==> src/rtl/mips_pkg.sv <==
// rtl/mips_pkg.sv - shared constants and types for the MIPS fetch stage
package mips_pkg;

  localparam logic [31:0] NOP_INSTR = 32'h0000_0000;
  localparam int unsigned PC_STEP   = 4;

  typedef enum logic [1:0] {
    FETCH = 2'd0,
    WAIT  = 2'd1,
    HOLD  = 2'd2
  } fetch_state_e;

endpackage

==> src/rtl/fetch_pc_reg.sv <==
// rtl/fetch_pc_reg.sv - program counter with redirect mux and +4 adder
module fetch_pc_reg
  import mips_pkg::*;
#(
  parameter int              ADDR_W   = 32,
  parameter logic [ADDR_W-1:0] PC_RESET = '0
) (
  input  logic              i_clk,
  input  logic              i_reset,
  input  logic              i_pc_write,
  input  logic              i_jump,
  input  logic [ADDR_W-1:0] i_jump_target,
  input  logic              i_branch_taken,
  input  logic [ADDR_W-1:0] i_branch_target,
  input  logic              i_advance,
  output logic [ADDR_W-1:0] o_pc,
  output logic [ADDR_W-1:0] o_pc_plus4
);

  logic [ADDR_W-1:0] r_pc;
  logic [ADDR_W-1:0] w_pc_next;
  logic [ADDR_W-1:0] w_pc_plus4;

  // Wraps naturally at the top of the address space.
  assign w_pc_plus4 = r_pc + ADDR_W'(PC_STEP);

  always_comb begin
    w_pc_next = r_pc;
    if (i_pc_write && i_jump) begin
      w_pc_next = i_jump_target;
    end else if (i_pc_write && i_branch_taken) begin
      w_pc_next = i_branch_target;
    end else if (i_advance) begin
      w_pc_next = w_pc_plus4;
    end
  end

  always_ff @(posedge i_clk) begin
    if (i_reset) begin
      r_pc <= PC_RESET;
    end else begin
      r_pc <= w_pc_next;
    end
  end

  assign o_pc       = r_pc;
  assign o_pc_plus4 = w_pc_plus4;

endmodule

==> src/rtl/if_fetch_stage.sv <==
// rtl/if_fetch_stage.sv - instruction fetch stage with IF/ID pipeline register
module if_fetch_stage
  import mips_pkg::*;
#(
  parameter int                ADDR_W   = 32,
  parameter int                DATA_W   = 32,
  parameter logic [ADDR_W-1:0] PC_RESET = '0
) (
  input  logic              Clk,
  input  logic              Reset,
  input  logic              PCWrite,
  input  logic              IF_ID_Write,
  input  logic              IF_Flush,
  input  logic              branch_taken,
  input  logic [ADDR_W-1:0] BranchTarget,
  input  logic              jump,
  input  logic [ADDR_W-1:0] JumpTarget,
  output logic              imem_req,
  output logic [ADDR_W-1:0] imem_addr,
  input  logic              imem_ready,
  input  logic              imem_rvalid,
  input  logic [DATA_W-1:0] imem_rdata,
  output logic [ADDR_W-1:0] PC,
  output logic [DATA_W-1:0] IF_ID_Instruction,
  output logic [ADDR_W-1:0] IF_ID_PCPlus4,
  output logic              IF_ID_Valid
);

  fetch_state_e      r_state;
  fetch_state_e      w_state_next;
  logic              r_drop;
  logic              w_drop_next;
  logic [DATA_W-1:0] r_skid;
  logic [DATA_W-1:0] r_ifid_instr;
  logic [ADDR_W-1:0] r_ifid_pc4;
  logic              r_ifid_valid;

  logic              w_accept;
  logic              w_rsp;
  logic              w_avail;
  logic              w_redirect;
  logic              w_deliver;
  logic              w_park;
  logic [DATA_W-1:0] w_word;
  logic [ADDR_W-1:0] w_pc;
  logic [ADDR_W-1:0] w_pc_plus4;

  assign w_accept   = imem_req && imem_ready;
  assign w_rsp      = (r_state == WAIT) && imem_rvalid;
  assign w_avail    = (w_rsp && !r_drop) || (r_state == HOLD);
  assign w_redirect = PCWrite && (jump || branch_taken);
  assign w_deliver  = w_avail && PCWrite && IF_ID_Write && !w_redirect;
  assign w_word     = (r_state == HOLD) ? r_skid : imem_rdata;
  // A good response that cannot be handed to ID yet is parked in the skid register.
  assign w_park     = w_rsp && !r_drop && !w_deliver && !w_redirect;

  fetch_pc_reg #(
    .ADDR_W   (ADDR_W),
    .PC_RESET (PC_RESET)
  ) u_pc (
    .i_clk           (Clk),
    .i_reset         (Reset),
    .i_pc_write      (PCWrite),
    .i_jump          (jump),
    .i_jump_target   (JumpTarget),
    .i_branch_taken  (branch_taken),
    .i_branch_target (BranchTarget),
    .i_advance       (w_deliver),
    .o_pc            (w_pc),
    .o_pc_plus4      (w_pc_plus4)
  );

  always_ff @(posedge Clk) begin
    if (Reset) begin
      r_state <= FETCH;
      r_drop  <= 1'b0;
    end else begin
      r_state <= w_state_next;
      r_drop  <= w_drop_next;
    end
  end

  always_comb begin
    w_state_next = r_state;
    unique case (r_state)
      FETCH: if (w_accept) w_state_next = WAIT;
      WAIT: begin
        if (imem_rvalid) begin
          w_state_next = w_park ? HOLD : FETCH;
        end
      end
      HOLD: if (w_deliver || w_redirect) w_state_next = FETCH;
      default: w_state_next = FETCH;
    endcase
  end

  always_comb begin
    imem_req = 1'b0;
    if ((r_state == FETCH) && !Reset) begin
      imem_req = 1'b1;
    end
  end

  // A redirect leaves the in-flight request on the wrong path; its response must be eaten.
  always_comb begin
    w_drop_next = r_drop;
    if (w_rsp && r_drop) begin
      w_drop_next = 1'b0;
    end else if (w_redirect && (((r_state == WAIT) && !imem_rvalid) || w_accept)) begin
      w_drop_next = 1'b1;
    end
  end

  always_ff @(posedge Clk) begin
    if (Reset) begin
      r_skid <= NOP_INSTR;
    end else if (w_park) begin
      r_skid <= imem_rdata;
    end
  end

  always_ff @(posedge Clk) begin
    if (Reset) begin
      r_ifid_instr <= NOP_INSTR;
      r_ifid_pc4   <= '0;
      r_ifid_valid <= 1'b0;
    end else if (IF_Flush) begin
      r_ifid_instr <= NOP_INSTR;
      r_ifid_valid <= 1'b0;
    end else if (!IF_ID_Write) begin
      r_ifid_instr <= r_ifid_instr;
    end else if (w_deliver) begin
      r_ifid_instr <= w_word;
      r_ifid_pc4   <= w_pc_plus4;
      r_ifid_valid <= 1'b1;
    end else begin
      r_ifid_instr <= NOP_INSTR;
      r_ifid_valid <= 1'b0;
    end
  end

  assign imem_addr         = w_pc;
  assign PC                = w_pc;
  assign IF_ID_Instruction = r_ifid_instr;
  assign IF_ID_PCPlus4     = r_ifid_pc4;
  assign IF_ID_Valid       = r_ifid_valid;

endmodule

==> config.mk <==
export PLATFORM = sky130hd
export DESIGN_NAME = if_fetch_stage
export DESIGN_NICKNAME = d
export VERILOG_FILES = /design/src/rtl/mips_pkg.sv /design/src/rtl/fetch_pc_reg.sv /design/src/rtl/if_fetch_stage.sv
export SDC_FILE = /design/constraint.sdc
export NUM_CORES = 1
export LEC_CHECK = 0
export CAP_MARGIN = 0
export CORE_MARGIN = 5
export CORE_UTILIZATION = 45
export DETAILED_ROUTE_END_ITERATION = 7
export GPL_TIMING_DRIVEN = 0
export MAX_ROUTING_LAYER = met4
export PLACE_DENSITY = 0.8
export SETUP_SLACK_MARGIN = 0.02
export SLEW_MARGIN = 5
export SYNTH_ARGS = -nofsm -noshare
export SYNTH_HDL_FRONTEND = slang
export SYNTH_SLANG_ARGS = --single-unit
==> constraint.sdc <==
create_clock -name Clk -period 2.2 [get_ports Clk]
set_input_delay 0.55 -clock Clk [delete_from_list [all_inputs] [get_ports Clk]]
set_output_delay 0.55 -clock Clk [all_outputs]
set_load 0.02 [all_outputs]
==> out/qor.csv, run 1 <==
metric,value,unit
drc,0,
synth_top_area_share,40.4,%
startpoint_type,register,
max_freq,468,MHz
cts_tree,yes,
grt-ovfl-total,0,
drv_cap,0,
synthArstFlopShare,0,%
place_inst,1278,
h-tree-depth,4,
clock_latency,0.42,ns
layout_common_cells,"clkdlybuf4s50_1 (230), nand2_1 (167), a21oi_1 (130), dfxtp_1 (106), nor2_1 (72)",
grt_pass1_vias,7029,
outcome,"complete, no violations",
cp-end-kind,output pin,
grt_max_degree,17,
row_count,44,
clk_path_buf_depth,2,
finalHoldViolCount,0,
synth.avg_cell_area,7.59,sq um
grt_pass1_wl,36900,um
report.final.setup_viol,0,
fillers,1184,
cp-startpoint,u_pc.o_pc[13]$_SDFFE_PP0P_,
gp_congestion,0.931,
fin_cells,1317,
cp_max_fo,6,
cts.sinks,132,
yosys.area.top_type,dfxtp_1,
arrival,1.59,ns
vias_per_cell,5.69,
skew,0.00417,ns
worstSetupPathType,register to output pin,
drtIter0Drc,738,
synth_edf_count,0,
rsz0062_at_grt,true,
netlist_area,6540,sq um
die_h,131,um
wl_per_cell,18.5,um
drtPass1Iterations,6,
synth_seq_cells,132,
antenna_found_initial,0,
netlist_top_cells_area,"dfxtp_1 (40%), a21oi_1 (10%), nand2_1 (9.7%), nor2_1 (4.3%), buf_4 (4.0%)",
finalMaxSlewViolations,0,
period_needed,2.14,ns
ir_worst_vdd,0.511,mV
ys_seq_area_share,40.4,%
worstMarginPinSlew,0.728,ns
wl,24400,um
clkTransAtPathRegs,0.06,ns
clockRootBuffer,clkbuf_16,
timing.slew.headroom,51.5,%
vias,7491,
nets,1226,
worstHoldStart,IF_ID_PCPlus4[0]$_SDFFE_PP0P_,
area_growth,53.0,%
ios,235,
grt_usage,28.4,%
ant_nets,0,
start_util,45.5,%
diodes,0,
layout_commonest_cell,clkdlybuf4s50_1,
power.density,650,nW/um^2
place.detailed.hpwl,17800,um
p_leak,0.00360,uW
ys.flop_type,dfxtp_1,
timing.rr.start,u_pc.o_pc[3]$_SDFFE_PP0P_,
finalCritPeriodShare,97.1,%
numCtsBuffers,17,
hold_path.class,register to register,
core,14400,sq um
worstPathRequired,1.65,ns
die_x,131,um
syn_nets,967,
utilization,69.6,%
drive_gt1_share,15.0,%
synthCells,861,
dieArea,17000,sq um
yosysWarnings,0,
ys_types,58,
io_buffers,233,
-- worst paths after layout --
path                                                       end  slack [ns]  depth (start not counted)
worst max-delay path                             imem_addr[13]        0.06                          2
worst min-delay path             IF_ID_PCPlus4[0]$_SDFFE_PP0P_        0.45                          2
worst min register to register   IF_ID_PCPlus4[0]$_SDFFE_PP0P_        0.45                          2
worst max register to register  IF_ID_PCPlus4[22]$_SDFFE_PP0P_        0.09                          6
-- where the power goes --
part	leakage, uW	internal [uW]	switching (uW)	total [uW]
logic	0.00223	532	530	1060
registers	0.00108	2460	102	2570
clock network	0.000291	1780	1100	2880
-- kinds of logic (layout without fill, tap and decap cells) --
family / after synthesis / count (layout) / share of synthesized area [%]
xor gates and xnor gates: 28 / 28 / 3.75
muxes: 1 / 1 / 0.153
and+or+nand+nor: 334 / 334 / 22.7
AOI/OAI and AO/OA: 254 / 254 / 24.2
adders and majority gates: 1 / 1 / 0.191
buffers and inverters: 111 / 383 / 8.59
DFF: 132 / 132 / 40.4
-- repair_timing --
action,4_1_cts,5_1_grt
gates cloned,0,1
buffers inserted,5,2
gates resized for setup,75,42
setup endpoints to repair,136,97
pin swaps,3,6
hold buffers,0,0
-- synth_stat cells (2+ instances only) --
cell / n
a211oi_1: 28
o21a_1: 4
a2111oi_0: 3
nand2_1: 169
o211a_1: 3
xor2_1: 9
and2_1: 2
o22ai_1: 10
clkbuf_1: 55
and4_1: 7
nand4_1: 9
a311oi_1: 8
xnor2_1: 19
nand3_1: 22
o221ai_1: 2
inv_1: 9
a22o_1: 3
o31a_1: 3
o31ai_1: 3
nor3_1: 19
a21o_1: 3
nor2b_1: 4
buf_2: 8
o21ai_0: 28
nor3b_1: 3
a21oi_1: 131
a31oi_1: 5
a22oi_1: 2
and3_1: 7
nor2_1: 75
o32ai_1: 2
o41ai_1: 2
nor4_1: 5
nand2b_1: 3
a221oi_1: 2
a31o_2: 2
buf_4: 35
dfxtp_1: 132
o221a_2: 5
buf_1: 2
-- flip-flops by register name (all words and copies together) (netlist names) --
name,flops
r_drop,1
IF_ID_PCPlus4,32
r_state,2
IF_ID_Instruction,32
u_pc.o_pc,32
IF_ID_Valid,1
r_skid,32
-- stage by stage --
| step | cell area, sq um | power, uW | hold slack (ns) | TNS, ns | setup WS (ns) |
|---|---|---|---|---|---|
| after floorplan | 6540 | 3090 | 0.437 | 0 | 0.0529 |
| after global placement | 9100 | 3600 | 0.442 | -65.57 | -1.05 |
| after detailed placement | 9100 | 3610 | 0.447 | -71.57 | -0.990 |
| after CTS | 9870 | 6490 | 0.455 | 0 | 0.0191 |
| after global routing | 10000 | 6720 | 0.472 | -0.0196 | -0.0196 |
| final | 10000 | 6500 | 0.454 | 0 | 0.0649 |
-- worst max-delay path: stages (launching register included) --
cell	delay, ns
dfxtp_1	0.43
buf_4	0.15
clkdlybuf4s50_1	0.59
-- routing by layer --
layer	GRT usage [%]	wire length, um	vias to the layer above
li1	-	-	3510
met1	36.1	10200	3476
met2	44.0	11100	419
met3	5.73	2150	86
met4	12.3	977	0
met5	-	0	-
-- cell type report --
class,instances,area [sq um],share of cell area (%)
multi-input combinational,618,3460,34.6
clock buffer,19,433,4.33
clock inverter,13,158,1.58
tap,184,230,2.30
inverter,10,41.3,0.413
sequential,132,2680,26.8
timing repair buffer,241,2390,23.9
buffer,100,608,6.08
No activity file was read; power rests on OpenSTA's default activity.
==> run 2: changes to the inputs <==
- CAP_MARGIN: 0 -> 40
==> results of run 2 <==
The final DEF is identical to that of run 1; final timing and power are the same.
